[config.mk]
export PLATFORM = sky130hd
export DESIGN_NAME = boot_mem_arbiter
export DESIGN_NICKNAME = d
export VERILOG_FILES = /design/src/rtl/boot_mem_arbiter.sv
export SDC_FILE = /design/constraint.sdc
export NUM_CORES = 1
export LEC_CHECK = 0
export ABC_AREA = 1
export ABC_CLOCK_PERIOD_IN_PS = 2300
export CAP_MARGIN = 20
export CORE_AREA = 2 2 109 111
export DETAILED_ROUTE_END_ITERATION = 8
export DIE_AREA = 0 0 111 113
export PLACE_DENSITY_LB_ADDON = 0.08
export REMOVE_ABC_BUFFERS = 1
export SLEW_MARGIN = 25
export SYNTH_ARGS = -nofsm -noshare
export SYNTH_HDL_FRONTEND = slang
export SYNTH_SLANG_ARGS = --single-unit
export TNS_END_PERCENT = 1
[constraint.sdc]
create_clock -name clk -period 2.3 [get_ports clk]
set_input_delay 0.69 -clock clk [delete_from_list [all_inputs] [get_ports clk]]
set_output_delay 0.69 -clock clk [all_outputs]
set_load 0.01 [all_outputs]
[src/rtl/boot_mem_arbiter.sv]
// Round-robin arbiter sharing one L2 data port between the SPI and JTAG boot loaders.
// One outstanding transaction; a response timeout returns ERR_DATA with an err pulse.
module boot_mem_arbiter #(
  parameter int          ADDR_WIDTH = 32,
  parameter int          TIMEOUT    = 255,
  parameter logic [31:0] ERR_DATA   = 32'hBADA_CCE5
) (
  input  logic                    clk,
  input  logic                    rst,
  input  logic [1:0]              req_i,
  input  logic [1:0]              we_i,
  input  logic [7:0]              be_i,
  input  logic [2*ADDR_WIDTH-1:0] addr_i,
  input  logic [63:0]             wdata_i,
  output logic [1:0]              gnt_o,
  output logic [1:0]              rvalid_o,
  output logic [31:0]             rdata_o,
  output logic                    err_o,
  output logic                    busy_o,
  output logic                    mem_req_o,
  output logic                    mem_we_o,
  output logic [3:0]              mem_be_o,
  output logic [ADDR_WIDTH-1:0]   mem_addr_o,
  output logic [31:0]             mem_wdata_o,
  input  logic                    mem_gnt_i,
  input  logic                    mem_rvalid_i,
  input  logic [31:0]             mem_rdata_i
);

  typedef enum logic [1:0] {
    IDLE = 2'd0,
    ADDR = 2'd1,
    RESP = 2'd2
  } state_t;

  localparam logic [15:0] CNT_LAST = 16'(TIMEOUT - 1);

  state_t      state;
  logic        sel_q;
  logic        last_q;
  logic [15:0] cnt_q;

  logic sel_next;
  logic in_addr;
  logic in_resp;
  logic timeout_hit;
  logic resp_fire;

  // On contention, the requester not served last wins.
  assign sel_next    = (req_i[0] & req_i[1]) ? ~last_q : req_i[1];
  assign in_addr     = (state == ADDR);
  assign in_resp     = (state == RESP);
  assign timeout_hit = in_resp & (cnt_q == CNT_LAST);
  assign resp_fire   = in_resp & (mem_rvalid_i | timeout_hit);

  always_ff @(posedge clk or posedge rst) begin
    if (rst) begin
      state  <= IDLE;
      sel_q  <= 1'b0;
      last_q <= 1'b1;
      cnt_q  <= '0;
    end else begin
      case (state)
        IDLE: begin
          if (|req_i) begin
            sel_q  <= sel_next;
            last_q <= sel_next;
            state  <= ADDR;
          end
        end
        ADDR: begin
          if (mem_gnt_i) begin
            cnt_q <= '0;
            state <= RESP;
          end
        end
        RESP: begin
          if (mem_rvalid_i || timeout_hit) begin
            state <= IDLE;
          end else begin
            cnt_q <= cnt_q + 16'd1;
          end
        end
        default: state <= IDLE;
      endcase
    end
  end

  // Memory-side request fields are forced to zero outside ADDR so the port is quiet when idle.
  assign mem_req_o   = in_addr;
  assign mem_we_o    = in_addr & (sel_q ? we_i[1] : we_i[0]);
  assign mem_be_o    = in_addr ? (sel_q ? be_i[7:4] : be_i[3:0]) : 4'h0;
  assign mem_addr_o  = in_addr ? (sel_q ? addr_i[2*ADDR_WIDTH-1:ADDR_WIDTH]
                                        : addr_i[ADDR_WIDTH-1:0]) : '0;
  assign mem_wdata_o = in_addr ? (sel_q ? wdata_i[63:32] : wdata_i[31:0]) : 32'h0;

  assign gnt_o    = {in_addr & mem_gnt_i & sel_q, in_addr & mem_gnt_i & ~sel_q};
  assign rvalid_o = {resp_fire & sel_q, resp_fire & ~sel_q};
  // A real response arriving on the timeout cycle takes priority over the error.
  assign rdata_o  = !resp_fire   ? 32'h0 :
                    mem_rvalid_i ? mem_rdata_i : ERR_DATA;
  assign err_o    = timeout_hit & ~mem_rvalid_i;
  assign busy_o   = (state != IDLE);

  a_req_held: assert property (@(posedge clk) disable iff (rst)
    (state == ADDR) |-> req_i[sel_q]);

endmodule

### Word-level counts from Yosys, hierarchy flattened

Cells that the tools add are included.

| storage, ports and cells | value |
|---|---|
| register bits | 20 |
| output and inout bits | 108 |
| logic and storage cells | 51 |

| cells by class | value |
|---|---|
| $add $sub $neg | 1 |
| equality and inequality tests | 7 |
| mux-type cells | 17 |
| bitwise operators | 14 |
| reductions and logical operators | 8 |

Operators with widths:

| kind | count |
|---|---|
| 32-bit two-way mux | 6 |
| 16-bit two-way mux | 2 |
| 16-bit one-hot mux with 2 select lines | 1 |
| 16-bit by 1-bit adder with 16-bit output (second input constant) | 1 |
| 16-bit by 8-bit equality test with 1-bit output (second input constant) | 1 |
| 1-bit AND | 10 |
| 4-bit two-way mux | 2 |
| 2-bit two-way mux | 3 |
| 2-bit inequality test (second input constant) | 3 |
| 2-bit one-hot mux with 3 select lines | 1 |
| 3-bit AND reduction | 2 |
| 2-bit nonzero test | 2 |
| 1-bit inverter | 3 |
| 2-bit by 1-bit equality test with 1-bit output (second input constant) | 1 |
| 2-bit equality test (second input constant) | 1 |
| 2-bit zero test | 1 |
| 1-bit two-way mux | 2 |
| 2-bit by 1-bit inequality test with 1-bit output (second input constant) | 1 |
| 2-bit AND reduction | 1 |
| 2-bit OR reduction | 1 |
| 1-bit logical OR | 1 |
| 1-bit bitwise OR | 1 |

### Longest topological paths before layout

| logic depth | value |
|---|---|
| depth after elaboration | 5 |
| depth in mapped cells | 10 |
| depth with buffers taken out | 9 |

### Worst setup path before layout

Ideal clock, no wire load.

| path | value |
|---|---|
| path kind | input port to output port |
| start | input mem_rvalid_i |
| end | output rdata_o[15] |
| setup slack | 138 ps |
| data arrival time | 1472 ps |
| stages on the path | 5 |
| data required time | 1610 ps |
| path buffers | 2 |
| path through | inv_1 > buf_2 > clkbuf_1 > nor2_1 > nor2_1 |

| on the way | value |
|---|---|
| word-level cells in the longest chain between the ends | 3 |
| elaborated cells on any way between the ends | 4 |

RTL lines:

| what | RTL line | source |
|---|---|---|
| from (decl) | 26 | `input logic mem_rvalid_i,` |
| 1-bit bitwise OR | 54 | `assign resp_fire = in_resp & (mem_rvalid_i \| timeout_hit);` |
| 1-bit AND | 54 |  |
| 32-bit two-way mux (*) | 100 | `assign rdata_o = !resp_fire ? 32'h0 :` |
| to (decl) | 17 | `output logic [31:0] rdata_o,` |

Every way passes the cells marked *; elsewhere a longest branch is shown, timed or not.

### Worst setup path after layout

| path | value |
|---|---|
| start | register cnt_q[0] |
| end | output rdata_o[11] |

| on the way | value |
|---|---|
| word-level cells in the longest chain between the ends | 5 |

RTL lines:

| what | RTL line | source |
|---|---|---|
| from (decl) | 41 | `logic [15:0] cnt_q;` |
| from (signal assigned) | 81 | `cnt_q <= cnt_q + 16'd1;` |
| 16-bit by 8-bit equality test with 1-bit output | 53 | `assign timeout_hit = in_resp & (cnt_q == CNT_LAST);` |
| 1-bit AND | 53 |  |
| 1-bit bitwise OR | 54 |  |
| 1-bit AND | 54 |  |
| 32-bit two-way mux | 100 |  |

No other way between the ends.

==> impl_metrics.yaml <==
place:
  place_ws_ns: -0.554
  portBuffers: 283
  placed_cell_area_sq_um: 5890
  hpwl_mm: 12.4
  gp_congestion: 0.959
power:
  vdd_ir_drop_max_uv: 439
  leakage_nw: 2.76
  power_w: 0.00440
  p_per_area_nw_per_um2: 776
worst_setup_path:
  crit_path_top_delay_cell: "dfrtp_1"
  required_ns: 1.61
  reg2reg_to: "cnt_q[14]$_DFFE_PP0P_"
  path_cells: "inv_2 > ha_4 > nand3_4 > nor2_4 > nand3_2 > nand2_2 > nand2_2 > buf_12 > nor2_1 > buf_2"
  crit_path_start: "cnt_q[0]$_DFFE_PP0P_"
  r2r_slack_ns: 0.52
  reg2reg_depth: 10
  cp-start-kind: "flip-flop"
  cp_max_fo: 21
  slowest_delay_ns: 0.39
  rr_startpoint: "cnt_q[0]$_DFFE_PP0P_"
  path_class: "flip-flop to output pin"
  crit_arrival_ns: 1.67
  path_common_cell: "nand2_2"
  end_kind: "output pin"
  endpoint: "rdata_o[11]"
hold_path:
  min_path_cells: 2
  hold_class: "flip-flop to flip-flop"
routing:
  vias: 4309
  drc: 0
  wire_per_inst_um: 16.1
  vias_per_cell: 4.51
  postRouteAntennaNets: 0
  routed_wl_mm: 15.4
  drt-pass1-iter-count: 4
  drtIter0Drc: 298
sta:
  setup_ws_ns: -0.0598
  worstMarginPinSlew_ns: 0.444
  slew_viol_final: 0
  skew_ns: 0.00359
  hold_viol_final: 0
  rsz0062_at_grt: "true"
  final-setup-viol-count: 22
  period_share_pct: 103
  layout_min_cycle_time_ns: 2.36
  fin_hold_ws_ns: 0.470
  maxSlewHeadroom_pct: 70.3
  clock.fmax_mhz: 424
die:
  coreArea_sq_um: 11300
  die-area_sq_um: 12500
  die-width_um: 111
  start_util_pct: 22.8
  fp-row-count: 39
  num_io_pins: 284
  die_h_um: 113
clock_tree:
  cts_tree: "done"
  h-tree-depth: 1
  cts_buffers: 3
  clk_latency_ns: 0.26
  ctsHoldBuffers: 0
  cts-root-buf: "clkbuf_16"
  clock_path_buffers: 2
  cts.sinks: 20
  path_clk_slew_ns: 0.06
run_status:
  violations: "negative setup slack"
  outcome: "finished with violations"
yosys:
  synth_area_sq_um: 2570
  yosysWarnings: 0
  netlist_instances: 502
  ys_seq_area_share_pct: 19.6
  synth_seq_cells: 20
  synth.avg_cell_area_sq_um: 5.11
  synth_cell_types: 23
final_layout:
  final_area_sq_um: 5670
  finalNetCount: 991
  fillers: 1217
  drive_above_1_share_pct: 24.5
  syn2layout_area_growth_pct: 121
global_routing:
  antenna_found_initial: 2
  grt.total_usage_pct: 23.2
  grt_overflow: 0
  grt_pass1_wl_mm: 23.5
  grt_max_degree: 37
  grt_pass1_vias: 4150
job:
  maxCapViolCount: 0
final cells by class:
type | count | area (sq um) | area share (%)
clock inverter | 1 | 30.0 | 0.529
clock buffer | 3 | 75.1 | 1.32
sequential | 20 | 503 | 8.87
tap | 143 | 179 | 3.15
inverter | 22 | 87.6 | 1.54
timing repair buffer | 340 | 2880 | 50.7
multi-input combinational | 426 | 1920 | 33.8
antenna | 1 | 2.50 | 0.0441
logic make-up after synthesis:
kind of cell             count (synthesis)  synth area share [%]
XOR/XNOR                                 1                 0.341
adder cells (fa/ha/maj)                  2                 0.975
flip-flops                              20                  19.6
buffers and inverters                   56                  9.95
AND/OR/NAND/NOR                        337                  51.9
AO/OA/AOI/OAI                           86                  17.3
critical path: cells and delay by family (launching register included):
| kind | cells | cell delay [ns] |
|---|---|---|
| adder cells (fa/ha/maj) | 1 | 0.15 |
| AND/OR/NAND/NOR | 6 | 0.50 |
| buffers and inverters | 3 | 0.36 |
| flip-flops | 1 | 0.39 |
layer usage:
| layer | vias up | part of all wire, % | GRT usage, % |
|---|---|---|---|
| met5 | - | 0.085 | 0 |
| li1 | 2207 | - | - |
| met3 | 27 | 6.6 | 4.93 |
| met1 | 1891 | 42 | 30.0 |
| met4 | 2 | 2.4 | 5.58 |
| met2 | 182 | 49 | 39.7 |
synth_stat cells, drive strengths merged:
| cell type | count | area (sq um) |
|---|---|---|
| o21bai | 1 | 7.51 |
| nand3 | 30 | 160 |
| o21ai | 8 | 51.3 |
| clkbuf | 22 | 82.6 |
| a21oi | 77 | 385 |
| nor2 | 92 | 353 |
| buf | 12 | 90.1 |
| inv | 22 | 82.6 |
| xor2 | 1 | 8.76 |
| nor3 | 1 | 5.00 |
| nand2 | 212 | 801 |
| nand4 | 2 | 12.5 |
| dfstp | 1 | 26.3 |
| ha | 2 | 25.0 |
| dfrtp | 19 | 475 |
flip-flops by register name (all words and copies together) (netlist names):
signal	flops
cnt_q	16
state	2
last_q	1
sel_q	1
stage by stage:
step	instances	util, %	setup TNS (ns)
6_report	956	50.3	-1.02
5_1_grt	955	50.3	-3.71
4_1_cts	954	51.6	-1.76
3_5_place_dp	950	52.2	-39.92
3_3_place_gp	950	52.2	-39.50
2_1_floorplan	468	-	-54.75
cells in the final DEF, fill, tap and decap left out, types with 2 or more instances in the layout:
cell type,synthesis,routed
clkdlybuf4s15_1,0,2
inv_2,3,2
dfrtp_1,19,18
o21ai_2,3,3
clkbuf_2,0,32
a21oi_2,0,11
o21ai_0,5,5
inv_4,0,2
nand2_2,2,4
buf_2,3,59
nor2_2,3,10
nor2_1,89,80
clkdlybuf4s50_1,0,176
inv_1,19,18
buf_12,0,5
buf_4,1,49
nand3_1,28,26
dlygate4sd2_1,0,8
buf_6,5,3
nand2_1,210,208
nor2_4,0,2
clkbuf_16,0,3
nand3_2,2,3
nand4_1,2,2
a21oi_1,77,66
clkdlybuf4s15_2,0,6
worst min path at each step:
stage | startpoint | endpoint | slack, ns
global placement | last_q$_DFFE_PP1P_ | last_q$_DFFE_PP1P_ | 0.45
global route | last_q$_DFFE_PP1P_ | last_q$_DFFE_PP1P_ | 0.48
finish | last_q$_DFFE_PP1P_ | last_q$_DFFE_PP1P_ | 0.47
detailed placement | last_q$_DFFE_PP1P_ | last_q$_DFFE_PP1P_ | 0.46
floorplan | last_q$_DFFE_PP1P_ | last_q$_DFFE_PP1P_ | 0.44
CTS | last_q$_DFFE_PP1P_ | last_q$_DFFE_PP1P_ | 0.47
power by group:
part / total, W / switching, W / internal [W]
Sequential: 0.000439 / 0.0000377 / 0.000401
Combinational: 0.00347 / 0.00199 / 0.00148
Clock: 0.000493 / 0.000147 / 0.000346
Total: 0.00440 / 0.00217 / 0.00223
what timing repair did:
item                                   CTS  global route
endpoints found under the hold margin    0             0
setup endpoints to repair              106            83
gates resized for setup                312            85
setup buffers                            0             1
cloned                                   0             0
pin swaps                                5             2
(Power assumes the default switching activity.)
